`src/rtl/dbg_uart_pkg.sv`:
```
// Shared types and constants for the debug UART receiver.
// The optional parity stage is enabled by defining DBG_UART_PARITY_EN.
package dbg_uart_pkg;

  // Receiver FSM states. PARITY is only reachable when DBG_UART_PARITY_EN is defined.
  typedef enum logic [2:0] {
    IDLE      = 3'd0,
    START     = 3'd1,
    DATA      = 3'd2,
    PARITY    = 3'd3,
    STOP      = 3'd4,
    WAIT_IDLE = 3'd5
  } uartState_e;

  localparam int OVERSAMPLE = 16;
  localparam int MID_SAMPLE = 8;
  localparam int DATA_BITS  = 8;

  // Tick-phase values at which the FSM samples the line.
  localparam logic [3:0] TICK_MID  = 4'(MID_SAMPLE - 1);
  localparam logic [3:0] TICK_LAST = 4'(OVERSAMPLE - 1);
  localparam logic [2:0] BIT_LAST  = 3'(DATA_BITS - 1);

  // Even parity: the parity bit that makes the total count of ones even.
  function automatic logic evenParity(input logic [DATA_BITS-1:0] d);
    return ^d;
  endfunction

endpackage

```
`src/rtl/dbg_uart_baud_tick.sv`:
```
// 16x oversampling tick generator for the debug UART receiver.
// Counts 0..BAUD_DIV-1 and pulses tick for one cycle on the wrap value.
// restart re-phases the counter to 0 so sampling aligns to the start edge.
module dbg_uart_baud_tick #(
  parameter int BAUD_DIV = 27
) (
  input  logic clk50,
  input  logic rst,
  input  logic restart,
  output logic tick
);

  localparam int CW = (BAUD_DIV > 1) ? $clog2(BAUD_DIV) : 1;
  localparam logic [CW-1:0] CNT_LAST = CW'(BAUD_DIV - 1);

  logic [CW-1:0] cnt;

  // Free-running divider, re-phased on every detected start edge.
  always_ff @(posedge clk50) begin
    if (rst || restart) begin
      cnt <= '0;
    end else if (cnt == CNT_LAST) begin
      cnt <= '0;
    end else begin
      cnt <= cnt + 1'b1;
    end
  end

  assign tick = (cnt == CNT_LAST);

endmodule

```
`src/rtl/dbg_uart_rx.sv`:
```
// Debug UART receiver: 8 data bits, LSB first, 1 stop bit, 16x oversampled.
// Defining DBG_UART_PARITY_EN adds an even-parity bit between data and stop.
//
// Output handshake: rdy rises when a byte lands in dout and stays high until
// the consumer holds rdy_clr high for a cycle (level-sensitive). A byte that
// completes while rdy is still high and rdy_clr is low is dropped and sets the
// sticky overrun flag; rdy_clr also clears overrun.
module dbg_uart_rx
  import dbg_uart_pkg::*;
#(
  parameter int BAUD_DIV = 27
) (
  input  logic       clk50,
  input  logic       rst,
  input  logic       rx,
  output logic [7:0] dout,
  output logic       rdy,
  input  logic       rdy_clr,
  output logic       busy,
  output logic       frame_err,
  output logic       parity_err,
  output logic       overrun,
  output logic [2:0] stateDbg
);

  logic       rxMeta, rxSync, rxPrev;
  uartState_e state, stateNxt;
  logic [3:0] tickCnt, tickCntNxt;
  logic [2:0] bitCnt, bitCntNxt;
  logic [7:0] shiftReg, shiftNxt;
  logic       acceptPend, acceptNxt;
  logic       restart, tick;
  logic       stopBad;
  logic       parBadNow;

`ifdef DBG_UART_PARITY_EN
  logic parBad, parBadNxt;
  logic parityBad;
  assign parBadNow = parBad;
`else
  assign parBadNow = 1'b0;
`endif

  dbg_uart_baud_tick #(
    .BAUD_DIV(BAUD_DIV)
  ) u_tick (
    .clk50  (clk50),
    .rst    (rst),
    .restart(restart),
    .tick   (tick)
  );

  // Two-flop synchronizer plus one delayed copy for falling-edge detection;
  // all preset high so reset never looks like a start edge.
  always_ff @(posedge clk50) begin
    if (rst) begin
      rxMeta <= 1'b1;
      rxSync <= 1'b1;
      rxPrev <= 1'b1;
    end else begin
      rxMeta <= rx;
      rxSync <= rxMeta;
      rxPrev <= rxSync;
    end
  end

  // FSM and datapath registers.
  always_ff @(posedge clk50) begin
    if (rst) begin
      state      <= IDLE;
      tickCnt    <= 4'd0;
      bitCnt     <= 3'd0;
      shiftReg   <= 8'h00;
      acceptPend <= 1'b0;
`ifdef DBG_UART_PARITY_EN
      parBad     <= 1'b0;
`endif
    end else begin
      state      <= stateNxt;
      tickCnt    <= tickCntNxt;
      bitCnt     <= bitCntNxt;
      shiftReg   <= shiftNxt;
      acceptPend <= acceptNxt;
`ifdef DBG_UART_PARITY_EN
      parBad     <= parBadNxt;
`endif
    end
  end

  // Next-state logic: ticks advance the bit phase, samples happen at phase 7
  // for the start bit and phase 15 for every later bit (centre of each bit).
  always_comb begin
    stateNxt   = state;
    tickCntNxt = tickCnt;
    bitCntNxt  = bitCnt;
    shiftNxt   = shiftReg;
    acceptNxt  = 1'b0;
    restart    = 1'b0;
    stopBad    = 1'b0;
`ifdef DBG_UART_PARITY_EN
    parBadNxt  = parBad;
    parityBad  = 1'b0;
`endif
    case (state)
      IDLE: begin
        if (rxPrev && !rxSync) begin
          restart    = 1'b1;
          tickCntNxt = 4'd0;
          stateNxt   = START;
        end
      end
      START: begin
        if (tick) begin
          if (tickCnt == TICK_MID) begin
            tickCntNxt = 4'd0;
            bitCntNxt  = 3'd0;
            // A line already back high at mid-start was only a glitch.
            stateNxt   = rxSync ? IDLE : DATA;
          end else begin
            tickCntNxt = tickCnt + 4'd1;
          end
        end
      end
      DATA: begin
        if (tick) begin
          if (tickCnt == TICK_LAST) begin
            tickCntNxt = 4'd0;
            shiftNxt   = {rxSync, shiftReg[7:1]};
            bitCntNxt  = bitCnt + 3'd1;
            if (bitCnt == BIT_LAST) begin
`ifdef DBG_UART_PARITY_EN
              stateNxt = PARITY;
`else
              stateNxt = STOP;
`endif
            end
          end else begin
            tickCntNxt = tickCnt + 4'd1;
          end
        end
      end
`ifdef DBG_UART_PARITY_EN
      PARITY: begin
        if (tick) begin
          if (tickCnt == TICK_LAST) begin
            tickCntNxt = 4'd0;
            parBadNxt  = (rxSync != evenParity(shiftReg));
            stateNxt   = STOP;
          end else begin
            tickCntNxt = tickCnt + 4'd1;
          end
        end
      end
`endif
      STOP: begin
        if (tick) begin
          if (tickCnt == TICK_LAST) begin
            tickCntNxt = 4'd0;
            stopBad    = !rxSync;
`ifdef DBG_UART_PARITY_EN
            parityBad  = parBad;
`endif
            acceptNxt  = rxSync && !parBadNow;
            // A low stop bit may be a break; wait for the line to idle.
            stateNxt   = rxSync ? IDLE : WAIT_IDLE;
          end else begin
            tickCntNxt = tickCnt + 4'd1;
          end
        end
      end
      WAIT_IDLE: begin
        if (rxSync) begin
          stateNxt = IDLE;
        end
      end
      default: begin
        stateNxt = IDLE;
      end
    endcase
  end

  // Output holding register: accept one cycle after the stop sample, with
  // overrun protection, and level-sensitive clearing by the consumer.
  always_ff @(posedge clk50) begin
    if (rst) begin
      dout    <= 8'h00;
      rdy     <= 1'b0;
      overrun <= 1'b0;
    end else if (acceptPend) begin
      if (rdy && !rdy_clr) begin
        overrun <= 1'b1;
      end else begin
        dout <= shiftReg;
        rdy  <= 1'b1;
        if (rdy_clr) begin
          overrun <= 1'b0;
        end
      end
    end else if (rdy_clr) begin
      rdy     <= 1'b0;
      overrun <= 1'b0;
    end
  end

  assign frame_err = stopBad & ~rst;
`ifdef DBG_UART_PARITY_EN
  assign parity_err = parityBad & ~rst;
`else
  assign parity_err = 1'b0;
`endif
  assign busy     = (state != IDLE);
  assign stateDbg = state;

endmodule

```
`config.mk`:
```
export PLATFORM = sky130hd
export DESIGN_NAME = dbg_uart_rx
export DESIGN_NICKNAME = d
export VERILOG_FILES = /design/src/rtl/dbg_uart_pkg.sv /design/src/rtl/dbg_uart_baud_tick.sv /design/src/rtl/dbg_uart_rx.sv
export SDC_FILE = /design/constraint.sdc
export NUM_CORES = 1
export LEC_CHECK = 0
export BUFFER_PORTS_ARGS = -buffer_cell sky130_fd_sc_hd__buf_4
export CAP_MARGIN = 10
export CORE_MARGIN = 8
export CORE_UTILIZATION = 25
export CTS_CLUSTER_SIZE = 25
export DETAILED_ROUTE_END_ITERATION = 7
export GPL_TIMING_DRIVEN = 1
export PLACE_DENSITY = 0.49
export SETUP_SLACK_MARGIN = 0.3
export SLEW_MARGIN = 20
export SYNTH_ARGS = -nofsm -noshare
export SYNTH_HDL_FRONTEND = slang
export SYNTH_SLANG_ARGS = --single-unit
```
`constraint.sdc`:
```
create_clock -name clk50 -period 4 [get_ports clk50]
set_input_delay 0.4 -clock clk50 [delete_from_list [all_inputs] [get_ports clk50]]
set_output_delay 0.4 -clock clk50 [all_outputs]
set_load 0.005 [all_outputs]
```
Word level (Yosys, flattened, before mapping)
Index checks and enable logic that the tools add are counted.

word-level totals
  word-level logic and storage cells = 93
  flip-flop bits (word level) = 37
  input port bits = 4
  output and inout port bits = 16

cells by class
  equality and inequality tests = 19
  bitwise gates (word level) = 6
  muxes and demuxes = 34
  $add $sub $neg = 3
  reductions and logical operators = 19

operators with widths
  kind                 count
  $mux 3               14
  $mux 4               5
  $ne 2x2->1 const B   10
  $pmux 3 s5           1
  $pmux 4 s3           1
  $mux 1               11
  $eq 3x3->1 const B   3
  $reduce_and 9->1     1
  $pmux 3 s2           1
  $reduce_bool 3->1    2
  $add 5x1->5 const B  1
  $eq 5x5->1 const B   1
  $not 1->1            5
  $reduce_and 5->1     1
  $add 4x1->4 const B  1
  $eq 4x3->1 const B   1
  $eq 4x4->1 const B   1
  $reduce_and 2->1     2
  $reduce_and 4->1     1
  $reduce_bool 2->1    2
  $reduce_or 2->1      2
  $reduce_or 4->1      1
  $add 3x1->3 const B  1
  $eq 3x1->1 const B   1
  other kinds (9)      11

Depth between registers and ports, before layout
  word-level depth = 6
  gate-level depth with buffers = 8

Hierarchy
Synthesis repeated with hierarchy kept, for this count alone.

second synthesis, totals
  cell total of the unflattened synthesis = 190
  area total of the unflattened synthesis = 1784.2 sq um

modules (own cells, without submodules)
  module              sequential area each (sq um)  cells each  area an instance (sq um)  times used
  dbg_uart_rx         640.6                         170         1579.0                    1
  dbg_uart_baud_tick  100.1                         20          205.2                     1

Worst setup path after synthesis
Ideal clock, no wire load.

  path type = register -> register
  start point = register u_tick.cnt[0]
  end point = register tickCnt[2]
  data required time = 3885 ps
  slack = 2114 ps
  stages on the path, launching flop included = 9
  library setup time = 115 ps
  buffers on the path = 1
  arrival = 1771 ps
  cells stage by stage = dfxtp_1 inv_1 ha_1 and4b_1 buf_6 and3_4 or3_4 and4b_1 o21a_1

between the ends
  longest elaborated chain between the ends = 3

RTL lines
  what                                                       line                      text
  from (decl)                                                dbg_uart_baud_tick.sv:16  logic [CW-1:0] cnt;
  from (signal assigned)                                     dbg_uart_baud_tick.sv:25  cnt <= cnt + 1'b1;
  $eq 5x5->1 (*)                                             dbg_uart_baud_tick.sv:29  assign tick = (cnt == CNT_LAST);
  $ne 2x1->1 (no line) / $ne 2x2->1 (equally long branches)  -
  $reduce_and 4->1 (no line) (*)                             -
  to (signal assigned)                                       dbg_uart_rx.sv:80         tickCnt <= tickCntNxt;
  to (decl)                                                  dbg_uart_rx.sv:28         logic [3:0] tickCnt, tickCntNxt;

Every way passes the cells marked *; elsewhere a longest branch is shown, timed or not.
A chain may end at the register's enable or synchronous reset.

Worst setup path after layout
  start point = register u_tick.cnt[0]
  end point = output port frame_err

between the ends
  longest elaborated chain between the ends = 4

RTL lines
  what         line                      text
  $eq 5x5->1   dbg_uart_baud_tick.sv:29
  $mux 1       dbg_uart_rx.sv:156        if (tick) begin
  $mux 1       dbg_uart_rx.sv:104        case (state)
  $and 1x1->1  dbg_uart_rx.sv:205        assign frame_err = stopBad & ~rst;
  to (decl)    dbg_uart_rx.sv:20         output logic frame_err,

Every way passes these cells.

==> summary.md <==
| Metric | Value |
|---|---|
| Period utilisation layout | 51.0% |
| Critical Path AT | 1640 ps |
| CTS Hold Bufs | 0 |
| Worst-Margin Slew | 555 ps |
| Worst-path clk slew | 70 ps |
| Overall Power | 0.747 mW |
| Max IR drop VDD | 0.106 mV |
| Dpl ws | 2060 ps |
| FMAX | 0.491 GHz |
| Nets | 207 |
| Antenna violations before repair | 0 |
| Yosys top cell area share | 43.5% |
| Final wirelength | 3.39 mm |
| Port bufs | 18 |
| Die W | 98.5 um |
| Total Neg Setup Slack | 0 ps |
| Clock Skews | 10.0 ps |
| DRC Markers | 0 |
| Worst path cell trace | inv_1, ha_1, and4b_1, nand3_1, nor3_1, buf_4 |
| Clock share of power | 45.3% |
| Max_slew headroom | 63.0% |
| Row count | 30 |
| Most frequent cells in the layout | dfxtp_1 (37), nor2_1 (27), buf_4 (19) |
| Routability cong. | 0.816 |
| Final hold violation count | 0 |
| Gr usage total | 7.44% |
| Final std cells w/o fill | 279 |
| Register area share after synthesis | 43.5% |
| Cell family with the largest share of critical-path delay | simple AND/OR/NAND/NOR gates |
| Utilization after layout | 29.9% |
| Fin worst setup slack | 1960 ps |
| Clock Tree Buf Depth | 2 |
| Distinct cells, synth | 51 |
| Worst hold slack | 302 ps |
| Worst-skew pair later-pin latency | 280 ps |
| Synth Net Count | 190 |
| Die height | 98.5 um |
| Area contributors post-synth | dfxtp_1 (43%), mux2i_1 (10%), nor2_1 (6.0%), ha_1 (3.7%), nand3_1 (2.1%) |
| Crit path time final | 2040 ps |
| Clock sinks | 37 |
| Vias post-DR | 1273 |
| Int Pwr | 0.588 mW |
| Critical Path RT | 3600 ps |
| N_diodes | 0 |
| EDFF count, synth | 0 |
| Post-synth top area cell | dfxtp_1 |
| Sw power | 0.158 mW |
| Number of setup violations in the final report | 0 |
| First-pass GRT wire length | 5.96 mm |
| Main flop type after synthesis | dfxtp_1 |
| Commonest non-fill, non-tap cell in the layout | dfxtp_1 |
| Routed Antenna Nets | 0 |
| Fill cells | 708 |
| Worst R2R Setup Slack | 2050 ps |
| CP max FO | 7 |
| Crit path capture type | primary output |
| Largest net degree at the start of global routing | 33 |
| Die ar. | 9710 um2 |
| Crit-path max cell delay | 340 ps |
| Mean Syn Cell Area | 9.41 um2 |
| Startpoint Class | flop |
| Outcome | completed |
| CP bufs+invs | 2 |
| PwrDens | 374 nW/um2 |
| Synth Register Bits | 37 |
| Placed cells | 271 |
| CP Class | flop to primary output |
| Worst Hold Class | primary input to flop |
| Vias/cell | 4.56 |
| Vias in the first global route | 1275 |
| CTS tree | done |
| PostCTS Resize Cnt | 0 |
| Sw Ratio | 21.2% |
| Drt initial violations | 53 |
| HPWL Detailed | 2.41 mm |
| Setup bufs post-CTS | 0 |
| IO Pins | 20 |
| CTS root buf | clkbuf_8 |
| H-tree level count | 2 |
| RSZ-0062 raised after global routing | false |
| Routed wire length per instance | 12.1 um |
| Final instance area | 1990 um2 |
| Synth warnings | 0 |
| Core Region | 6680 um2 |
| Final Max Tran Viols | 0 |
| Placed Instance Area | 1870 um2 |
| Area growth, synth to finish | 17.1% |
| Initial Util | 25.5% |
| Leakage power | 0.825 nW |
| Post-synthesis cell count | 181 |
| Max-cap violations | 0 |
| Comb pwr share | 4.0% |
| Grt total ovfl | 0 |
| Post-synth ARST share | 0% |
| CP max stage cell | dfxtp_1 |
| Num CTS Buffers | 5 |
| Mapped cell area | 1700 um2 |
| Sequential Power Share | 50.7% |
| Detailed Routing Iterations Pass 1 | 4 |
| Layout cells sized above 1 | 20.1% |
==> sequential cells by signal, indices dropped and copies added, names as in the netlist, 3 cells and up <==
| register | flops |
|---|---|
| dout | 8 |
| shiftReg | 8 |
| u_tick.cnt | 5 |
| tickCnt | 4 |
| bitCnt | 3 |
| stateDbg | 3 |
==> Yosys cell counts (all sizes together) (4+ instances only) <==
cell type and n:
dfxtp 37, nor2 27, mux2i 17, nand2 8, nand3 7, buf 6, a21oi 5, ha 5
inv 5, nor3 5, o21ai 5, or2 5, or3 4
==> worst reg2reg max path: stages, from the launching register on <==
cell	delay (ps)
dfxtp_1	370
inv_1	60
ha_1	200
and4b_1	270
and3_4	200
or3_4	380
and4b_1	200
o21a_1	170
==> area by class of cell <==
| cell class | count | area (um2) | share of cell area, % |
|---|---|---|---|
| multi-input cells | 130 | 872 | 43.7 |
| flip-flops and latches | 37 | 741 | 37.1 |
| repair buffers | 19 | 143 | 7.15 |
| well taps | 80 | 100 | 5.02 |
| clock buffers | 6 | 82.6 | 4.14 |
| clock inverters | 2 | 37.5 | 1.88 |
| inverters | 5 | 18.8 | 0.941 |
==> path summary, 6_finish.rpt <==
| kind | to | start | depth (start not counted) |
|---|---|---|---|
| worst max register to register | tickCnt[2] | u_tick.cnt[0] | 7 |
| worst min register to register | rxSync | rxMeta | 1 |
| worst min-delay path | rxMeta | rx | 2 |
| worst max-delay path | frame_err | u_tick.cnt[0] | 6 |
==> power groups by stage <==
stage          logic [mW]  clock network (mW)  registers, mW
4_1_cts            0.0305               0.347          0.378
2_1_floorplan      0.0236                   0          0.385
5_1_grt            0.0344               0.364          0.379
6_report           0.0302               0.338          0.378
3_5_place_dp       0.0304                   0          0.387
3_3_place_gp       0.0305                   0          0.387
==> cell families after synthesis <==
logic type / synth area share, %
adders and majority gates: 3.67
DFF: 43.5
muxes: 9.99
and+or+nand+nor: 24.8
AOI/OAI and AO/OA: 10.5
buffers and inverters: 5.29
xor gates and xnor gates: 2.06
other: 0.220
==> routing by layer <==
metal  wire [um]  vias up  share of wire [%]  global-route usage, %
met2        1550       24                 46                   12.5
met4          59        0                1.7                   3.54
met3         156        4                4.6                   2.11
li1            -      663                  -                      -
met1        1620      582                 48                   8.48
met5           0        -                  0                      0
Power figures use the tool's default switching activity.
